$ cat src/rtl/des_key_schedule.sv
`default_nettype none
// ============================================================================
//  Module      : des_key_schedule
//  Description : DES round-key generator slaved to the external round counter;
//                issues K(r) (or K(17-r) when decrypting) on the edge cnt -> r.
//  Revision    : 1.0  initial release
// ============================================================================
module des_key_schedule #(
    parameter int CNT_W  = 5,
    parameter int ROUNDS = 16   // only 16 (DES) is meaningful
) (
    input  logic             clk,
    input  logic             rst,
    input  logic             start,
    input  logic [63:0]      key_in,
    input  logic             decrypt,
    input  logic [CNT_W-1:0] cnt,
    input  logic             cnt_end,
    output logic [47:0]      subkey,
    output logic             subkey_valid,
    output logic [3:0]       round_idx,
    output logic             subkey_last
);

    // Table entries are 1-based DES bit numbers; entry 1 sits in the top slot.
    localparam logic [56*6-1:0] c_pc1 = {
        6'd57, 6'd49, 6'd41, 6'd33, 6'd25, 6'd17, 6'd9,  6'd1,
        6'd58, 6'd50, 6'd42, 6'd34, 6'd26, 6'd18, 6'd10, 6'd2,
        6'd59, 6'd51, 6'd43, 6'd35, 6'd27, 6'd19, 6'd11, 6'd3,
        6'd60, 6'd52, 6'd44, 6'd36, 6'd63, 6'd55, 6'd47, 6'd39,
        6'd31, 6'd23, 6'd15, 6'd7,  6'd62, 6'd54, 6'd46, 6'd38,
        6'd30, 6'd22, 6'd14, 6'd6,  6'd61, 6'd53, 6'd45, 6'd37,
        6'd29, 6'd21, 6'd13, 6'd5,  6'd28, 6'd20, 6'd12, 6'd4
    };

    localparam logic [48*6-1:0] c_pc2 = {
        6'd14, 6'd17, 6'd11, 6'd24, 6'd1,  6'd5,  6'd3,  6'd28,
        6'd15, 6'd6,  6'd21, 6'd10, 6'd23, 6'd19, 6'd12, 6'd4,
        6'd26, 6'd8,  6'd16, 6'd7,  6'd27, 6'd20, 6'd13, 6'd2,
        6'd41, 6'd52, 6'd31, 6'd37, 6'd47, 6'd55, 6'd30, 6'd40,
        6'd51, 6'd45, 6'd33, 6'd48, 6'd44, 6'd49, 6'd39, 6'd56,
        6'd34, 6'd53, 6'd46, 6'd42, 6'd50, 6'd36, 6'd29, 6'd32
    };

    function automatic logic [27:0] rot28(input logic [27:0] x,
                                          input logic [1:0]  amt,
                                          input logic        right);
        logic [27:0] y;
        case ({right, amt})
            3'b0_01: y = {x[26:0], x[27]};
            3'b0_10: y = {x[25:0], x[27:26]};
            3'b1_01: y = {x[0],    x[27:1]};
            3'b1_10: y = {x[1:0],  x[27:2]};
            default: y = x;
        endcase
        return y;
    endfunction

    logic [27:0]      r_c;
    logic [27:0]      r_d;
    logic             r_mode;
    logic [47:0]      r_subkey;
    logic             r_valid;
    logic [3:0]       r_round_idx;
    logic             r_last;

    logic [55:0]      w_pc1;
    logic [47:0]      w_pc2;
    logic [27:0]      w_cs;
    logic [27:0]      w_ds;
    logic [27:0]      w_c_new;
    logic [27:0]      w_d_new;
    logic             w_mode;
    logic             w_first;
    logic             w_step;
    logic [CNT_W-1:0] w_r;
    logic [CNT_W-1:0] w_n;
    logic [1:0]       w_amt;
    logic             w_unused_parity;

    generate
        for (genvar i = 1; i <= 56; i++) begin : g_pc1
            localparam int c_src = int'(c_pc1[(56-i)*6 +: 6]);
            assign w_pc1[56-i] = key_in[64-c_src];
        end
        for (genvar i = 1; i <= 48; i++) begin : g_pc2
            localparam int c_src = int'(c_pc2[(48-i)*6 +: 6]);
            assign w_pc2[48-i] = (c_src <= 28) ? w_c_new[28-c_src] : w_d_new[56-c_src];
        end
    endgenerate

    assign w_unused_parity = ^{key_in[56], key_in[48], key_in[40], key_in[32],
                               key_in[24], key_in[16], key_in[8],  key_in[0]};

    assign w_step  = start & ~cnt_end & (cnt < CNT_W'(ROUNDS));
    assign w_first = (cnt == '0);
    assign w_cs    = w_first ? w_pc1[55:28] : r_c;
    assign w_ds    = w_first ? w_pc1[27:0]  : r_d;
    assign w_mode  = w_first ? decrypt      : r_mode;

    // Decrypt walks the schedule backwards: undo the shift that produced the
    // next-higher round key, so round n uses s(18-r).
    always_comb begin
        w_r   = cnt + CNT_W'(1);
        w_n   = w_mode ? (CNT_W'(18) - w_r) : w_r;
        w_amt = 2'd2;
        if (w_n == CNT_W'(1) || w_n == CNT_W'(2) || w_n == CNT_W'(9) || w_n == CNT_W'(16))
            w_amt = 2'd1;
        if (w_mode && w_r == CNT_W'(1))
            w_amt = 2'd0;
    end

    assign w_c_new = rot28(w_cs, w_amt, w_mode);
    assign w_d_new = rot28(w_ds, w_amt, w_mode);

    always_ff @(posedge clk or posedge rst) begin
        if (rst) begin
            r_c         <= '0;
            r_d         <= '0;
            r_mode      <= 1'b0;
            r_subkey    <= '0;
            r_valid     <= 1'b0;
            r_round_idx <= '0;
            r_last      <= 1'b0;
        end else if (!start) begin
            r_valid     <= 1'b0;
            r_last      <= 1'b0;
            r_round_idx <= '0;
        end else if (w_step) begin
            r_c         <= w_c_new;
            r_d         <= w_d_new;
            if (w_first)
                r_mode  <= decrypt;
            r_subkey    <= w_pc2;
            r_valid     <= 1'b1;
            r_round_idx <= 4'(cnt);
            r_last      <= (cnt == CNT_W'(ROUNDS - 1));
        end else begin
            r_valid     <= 1'b0;
            r_last      <= 1'b0;
        end
    end

    assign subkey       = r_subkey;
    assign subkey_valid = r_valid;
    assign round_idx    = r_round_idx;
    assign subkey_last  = r_last;

endmodule
`default_nettype wire

$ cat config.mk
export PLATFORM = sky130hd
export DESIGN_NAME = des_key_schedule
export DESIGN_NICKNAME = d
export VERILOG_FILES = /design/src/rtl/des_key_schedule.sv
export SDC_FILE = /design/constraint.sdc
export NUM_CORES = 1
export LEC_CHECK = 0
export CORE_AREA = 2 2 131 82
export DETAILED_ROUTE_END_ITERATION = 8
export DIE_AREA = 0 0 133 84
export GPL_TIMING_DRIVEN = 0
export PLACE_DENSITY = 0.86
export SYNTH_ARGS = -nofsm -noshare
export SYNTH_HDL_FRONTEND = slang
export SYNTH_SLANG_ARGS = --single-unit
$ cat constraint.sdc
create_clock -name clk -period 4.03 [get_ports clk]
set_clock_uncertainty 0.15 [all_clocks]
set_input_delay 0.806 -clock clk [delete_from_list [all_inputs] [get_ports clk]]
set_output_delay 0.806 -clock clk [all_outputs]
set_load 0.01 [all_outputs]
==> results.txt, run 1 <==
Mapped Nets -> 695
# Max-Cap Violations -> 0
Worst Tran Pin Value -> 641 ps
DRC viols -> 0
Final instance area -> 7200 sq um
# setup viols final -> 0
Drt pass-1 iters -> 5
Outcome -> finished, final reports clean
Die height -> 84 um
Commonest non-fill, non-tap cell in the layout -> clkdlybuf4s50_1
Total GRT Usage -> 31.9%
Routed vias -> 5893
Seq/Total Area, Yosys -> 29.4%
Seq cells post-synth -> 63
Fin crit share -> 96.2%
Total gr overflow -> 0
Vias per inst -> 6.54
Antenna diodes -> 0
RD Place Congestion -> 0.955
Post-DP HPWL -> 12700 um
Fmax -> 258 MHz
Top FF cell, synth -> dfrtp_1
Initial detailed-routing violation count -> 760
Metal-1 WL -> 8130 um
Hold_sp -> round_idx[1]
IO buf count -> 118
Routed Antenna Nets -> 0
RSZ-0062 raised after global routing -> false
H-tree depth -> 3
Largest net degree at the start of global routing -> 39
CTS Buf Count -> 9
R2R cell count -> 8
Row count -> 29
CP endpoint kind -> register
CTS tree -> done
Post-synth cell types -> 53
YS warnings -> 0
Layout cells sized above 1 -> 23.5%
Synth-to-Final Area Change -> 34.2%
DP Area -> 6740 sq um
First-pass GRT wire length -> 28600 um
Worst reg2reg path startpoint -> r_mode
Max Slew Vio Count -> 0
HP Class -> reg2reg
Fin. Hold Viols -> 0
Power Density -> 618 nW/um^2
FFs w/ async S/R, synth -> 100%
Root buffer cell -> clkbuf_16
Peak VDD IR -> 0.321 mV
Period minus WS final -> 3880 ps
Clk pin slew, worst setup/hold paths -> 60 ps
WHS Endpoint -> round_idx[1]
Most frequent cells in the layout -> clkdlybuf4s50_1 (116), a21oi_1 (63), dfrtp_1 (63), nand2_1 (62), buf_4 (61)
Clock Sinks -> 63
Mean Syn Cell Area -> 8.70 sq um
# hold bufs at CTS -> 0
Core ar. -> 10100 sq um
Crit path DAT -> 3940 ps
Met3 wire length -> 1870 um
Max Root-Sink Buffers -> 2
Worst reg2reg setup slack -> 1350 ps
Initial antenna violation count -> 0
Critical Path RT -> 4090 ps
Die ar. -> 11200 sq um
Min Hold Slack -> 373 ps
Hold path depth -> 2
Worst skew pair latency -> 340 ps
Routed met2 length -> 7560 um
Uppermost layer routed -> met4
Initial core utilization -> 53.0%
Post-Route WL -> 17900 um
Max FO, Critical Path -> 10
Syn Std Cell Area -> 5370 sq um
Drt wl/cell -> 19.9 um
Worst setup SP type -> input pin
Filler instances -> 742
Mapped Cells -> 617
I/O pin count -> 128
Leak Pwr -> 0.00295 uW
CP Class -> in2reg
Number of synthesized flops with an enable pin -> 0
Horiz. Die Dim -> 133 um
Layout Nets -> 835
Worst slew margin -> 57.2%
Vias in the first global route -> 5461
Critical R2R Capture -> r_c[15]
==> routing by layer <==
metal	vias up	track usage (%)
met4	0	9.78
met1	2814	47.7
li1	2628	-
met3	43	6.44
met5	-	0
met2	408	46.1
==> logic make-up after synthesis <==
kind of cell / count (synthesis) / share of synthesized area (%)
xor gates and xnor gates: 3 / 0.770
and+or+nand+nor: 113 / 9.70
adders and majority gates: 4 / 0.933
AOI/OAI and AO/OA: 250 / 32.7
buffers and inverters: 112 / 11.7
DFF: 63 / 29.4
muxes: 72 / 14.8
==> cells in the mapped netlist (3+ instances only) <==
cell type	number	share of area (%)
a21oi_1	63	5.9
dfrtp_1	63	29
nand2_1	63	4.4
mux2_2	57	12
o22ai_1	57	6.6
buf_4	50	7.0
a221oi_1	46	7.5
a22o_1	38	6.2
clkbuf_1	31	2.2
buf_2	16	1.5
mux2i_1	15	2.8
nor2_1	15	1.0
nand3_1	10	0.93
o21ai_0	9	0.84
a31oi_1	8	0.93
inv_1	8	0.56
and2_1	7	0.82
buf_1	6	0.42
nor3_1	6	0.56
ha_1	4	0.93
a2bb2oi_1	3	0.49
==> how the worst max path moves through the flow <==
stage / start / end / slack, ps / cells past startpoint
finish: cnt[3] / r_c[15] / 150 / 10
global route: cnt[3] / r_d[10] / 50 / 10
global placement: cnt[0] / r_d[3] / -790 / 13
CTS: cnt[0] / r_d[10] / 30 / 13
detailed placement: cnt[0] / r_d[3] / -900 / 13
floorplan: cnt[0] / r_c[3] / 430 / 9
==> power by group <==
part           internal [uW]  leakage [uW]  switching [uW]
Sequential               867      0.000700             201
Clock                    411      0.000133             299
Combinational           1360       0.00212            1310
Total                   2640       0.00295            1810
==> layout make-up <==
| class | count | area (sq um) | share of cell area (%) |
|---|---|---|---|
| inverters | 9 | 33.8 | 0.469 |
| multi-input cells | 442 | 3260 | 45.3 |
| clock buffers | 11 | 233 | 3.23 |
| flip-flops and latches | 63 | 1580 | 21.9 |
| clock inverters | 5 | 25.0 | 0.348 |
| plain buffers | 103 | 616 | 8.55 |
| repair buffers | 129 | 1280 | 17.8 |
| well taps | 139 | 174 | 2.42 |
==> worst max-delay path: stages <==
cell	delay (ps)
clkdlybuf4s50_1	640
a21bo_2	280
a41oi_1	520
nor3_2	90
xnor3_2	490
a21o_1	230
buf_4	190
clkbuf_4	210
a221oi_1	360
a21oi_1	120
==> sequential cells by signal, summed over array words and instances, names as in the netlist <==
| name | flops |
|---|---|
| r_d | 27 |
| r_mode | 1 |
| subkey_last | 1 |
| round_idx | 4 |
| subkey | 2 |
| subkey_valid | 1 |
| r_c | 27 |
==> through the flow <==
step                total power (uW)  std cells  utilization (%)  worst slack [ps]  setup TNS [ps]
finish                          4450        901             71.1               151               0
global route                    4670        901             71.1              53.4               0
CTS                             4350        896             70.1              34.0               0
floorplan                       2730        617                -               427               0
detailed placement              3590        875             66.6              -895          -38100
global placement                3530        874             66.4              -791          -34380
==> timing repair <==
item,4_1_cts,5_1_grt
setup endpoints to repair,56,54
resized for setup,15,18
buffers inserted,5,5
pin swaps,0,3
hold endpoints to repair,0,0
Power figures use the tool's default switching activity.
==> run 2, diff against run 1 <==
- ABC_AREA: default -> 1
- CORE_AREA: 2 2 131 82 -> 2 2 138 86
- CTS_BUF_LIST: default -> sky130_fd_sc_hd__clkbuf_4 sky130_fd_sc_hd__clkbuf_8
- DIE_AREA: 0 0 133 84 -> 0 0 140 88
- HOLD_SLACK_MARGIN: default -> 0.02
- PLACE_DENSITY: 0.86 -> 0.88
==> run 2 against run 1 <==
The flow now finishes with violations (DRC); global-route usage increased by 0.30 points; cell area increased by 9.9%; non-clock buffer count is 27 higher; register-to-register slack better by 280 ps; largest cell class unchanged.
==> results.txt, run 2 <==
Outcome -> complete, but fails checks
Failing checks -> DRC
Routed vias -> 7321
Fin. Hold Viols -> 0
Row count -> 30
Buf+Inv Stages, Crit Path -> 5
Crit path max-delay family -> buffers and inverters
Commonest cells post-synth -> nand2_1 (188), nand3_1 (183), nand4_1 (114), dfrtp_1 (63), o21ai_0 (61)
CTS tree -> done
Post-CTS Resized -> 0
# hold bufs at CTS -> 0
Die height -> 88 um
CP endpoint kind -> register
Post-DP HPWL -> 14500 um
Max Slew Vio Count -> 0
Fin crit share -> 92.6%
Commonest non-fill, non-tap cell in the layout -> nand2_1
Most frequent CP cell -> nand2_1
Max Root-Sink Buffers -> 2
Post-synth cell types -> 25
Fmax -> 268 MHz
Worst slew margin -> 14.9%
R2R cell count -> 8
Seq cells post-synth -> 63
Die ar. -> 12300 sq um
Mapped Nets -> 982
Drt wl/cell -> 16.9 um
Most frequent cells in the layout -> nand2_1 (188), nand3_1 (183), clkdlybuf4s50_1 (119), nand4_1 (114), dfrtp_1 (63)
Syn Std Cell Area -> 6340 sq um
# setup viols final -> 0
Vias per inst -> 6.19
FFs w/ async S/R, synth -> 100%
DRC viols -> 10
CTS Buf Count -> 9
Root buffer cell -> clkbuf_8
Initial antenna violation count -> 0
Period minus WS final -> 3730 ps
Max FO, Critical Path -> 10
Worst path depth -> 14
Leak Pwr -> 0.00427 uW
Initial detailed-routing violation count -> 1279
Horiz. Die Dim -> 140 um
# Max-Cap Violations -> 0
Antenna diodes -> 0
Worst skew pair latency -> 350 ps
HP Class -> reg2reg
H-tree depth -> 3
Filler instances -> 935
Total gr overflow -> 0
Seq/Total Area, Yosys -> 24.9%
Yosys top cell by area -> dfrtp_1
Clk pin slew, worst setup/hold paths -> 70 ps
RD Place Congestion -> 0.985
Synth top area share -> 24.9%
Vias in the first global route -> 6242
IO buf count -> 119
Number of synthesized flops with an enable pin -> 0
Routed Antenna Nets -> 0
Layout Nets -> 1113
Clock Sinks -> 63
Power Density -> 467 nW/um^2
Hold path depth -> 2
Layout cells sized above 1 -> 17.3%
Critical Path RT -> 4110 ps
Post-Route WL -> 20000 um
Drt pass-1 iters -> 9
Mean Syn Cell Area -> 7.01 sq um
I/O pin count -> 128
Worst Tran Pin Value -> 1270 ps
Synth top area cells -> dfrtp_1 (25%), nand3_1 (14%), nand4_1 (11%), nand2_1 (11%), mux2_2 (10%)
RSZ-0062 raised after global routing -> false
Synth-to-Final Area Change -> 24.8%
First-pass GRT wire length -> 32300 um
Total GRT Usage -> 32.2%
Cell Chain, Critical Path -> clkdlybuf4s50_1, inv_1, ha_1, inv_1, nor2_2, nand2_2, nand2_2, nand2_4, nand2_1, clkbuf_1, clkbuf_1, nand2_1, o21bai_1, nand2_1
Mapped Cells -> 904
Core ar. -> 11100 sq um
Crit path DAT -> 3810 ps
Setup Fix Bufs, Post-CTS -> 0
Setup TNS Final -> 0 ps
Cell with the most instances after synthesis -> nand2_1
Peak VDD IR -> 0.240 mV
Largest net degree at the start of global routing -> 36
Initial core utilization -> 57.2%
CP Class -> in2reg
YS warnings -> 0
Min Hold Slack -> 324 ps
Worst setup SP type -> input pin
Critical-path top delay cell -> clkdlybuf4s50_1
Critical Path Max Stage Delay -> 510 ps
Top FF cell, synth -> dfrtp_1
==> run 2: kinds of logic (layout without fill, tap and decap cells) <==
logic type	count (synthesis)	after routing	synth area share (%)
muxes	56	56	9.95
buffers and inverters	160	295	14.2
DFF	63	63	24.9
and+or+nand+nor	501	501	38.5
adders and majority gates	4	4	0.790
AOI/OAI and AO/OA	119	119	11.6
xor gates and xnor gates	1	1	0.138
==> run 2: worst reg2reg max path, cell delays in order (launching register included) <==
cell,delay (ps)
dfrtp_1,400
nand2_2,120
nand2_4,90
nand2_1,170
clkbuf_1,470
clkbuf_1,440
nand2_1,100
o21bai_1,250
nand2_1,100
==> run 2: cell type report <==
| type | instances | area, sq um | share of cell area, % |
|---|---|---|---|
| buffer | 139 | 820 | 10.4 |
| timing repair buffer | 120 | 1210 | 15.3 |
| multi-input combinational | 681 | 3860 | 48.8 |
| clock buffer | 10 | 131 | 1.66 |
| inverter | 21 | 78.8 | 0.997 |
| sequential | 63 | 1580 | 19.9 |
| tap | 144 | 180 | 2.28 |
| clock inverter | 5 | 50.0 | 0.633 |
==> run 2: path summary, 6_finish.rpt <==
kind	slack (ps)	endpoint	start
setup / recovery	300	r_d[25]	cnt[0]
hold / removal	320	r_c[10]	r_c[10]
setup reg to reg	1630	r_d[25]	r_mode
hold reg to reg	320	r_c[10]	r_c[10]
max in group asynchronous	2390	r_d[17]	rst
min in group asynchronous	710	r_c[23]	rst
==> run 2: metrics by stage <==
step                      setup WS (ps)  instance area (sq um)  cells  util (%)  power [uW]
final                               300                   7910   1183      71.4        3700
after detailed placement           36.7                   7730   1168      69.8        3090
after global placement             93.9                   7710   1167      69.6        3050
after floorplan                    1220                   6340    904         -        2330
after CTS                           403                   7910   1183      71.4        3650
after global routing               66.0                   7910   1183      71.4        3930
==> run 2: report_power, final <==
group / switching [uW] / internal, uW
clock network: 266 / 285
registers: 156 / 833
logic: 1120 / 1040
==> run 2: layer usage <==
metal / routed length [um] / GRT usage (%)
met5: 0 / 0
met4: 266 / 7.35
met3: 2430 / 5.30
met2: 7940 / 45.2
met1: 9370 / 51.0
==> run 3, diff against run 2 <==
- SKIP_LAST_GASP: default -> 1
==> results of run 3 <==
Final layout, timing and power as in run 2 (identical DEF).
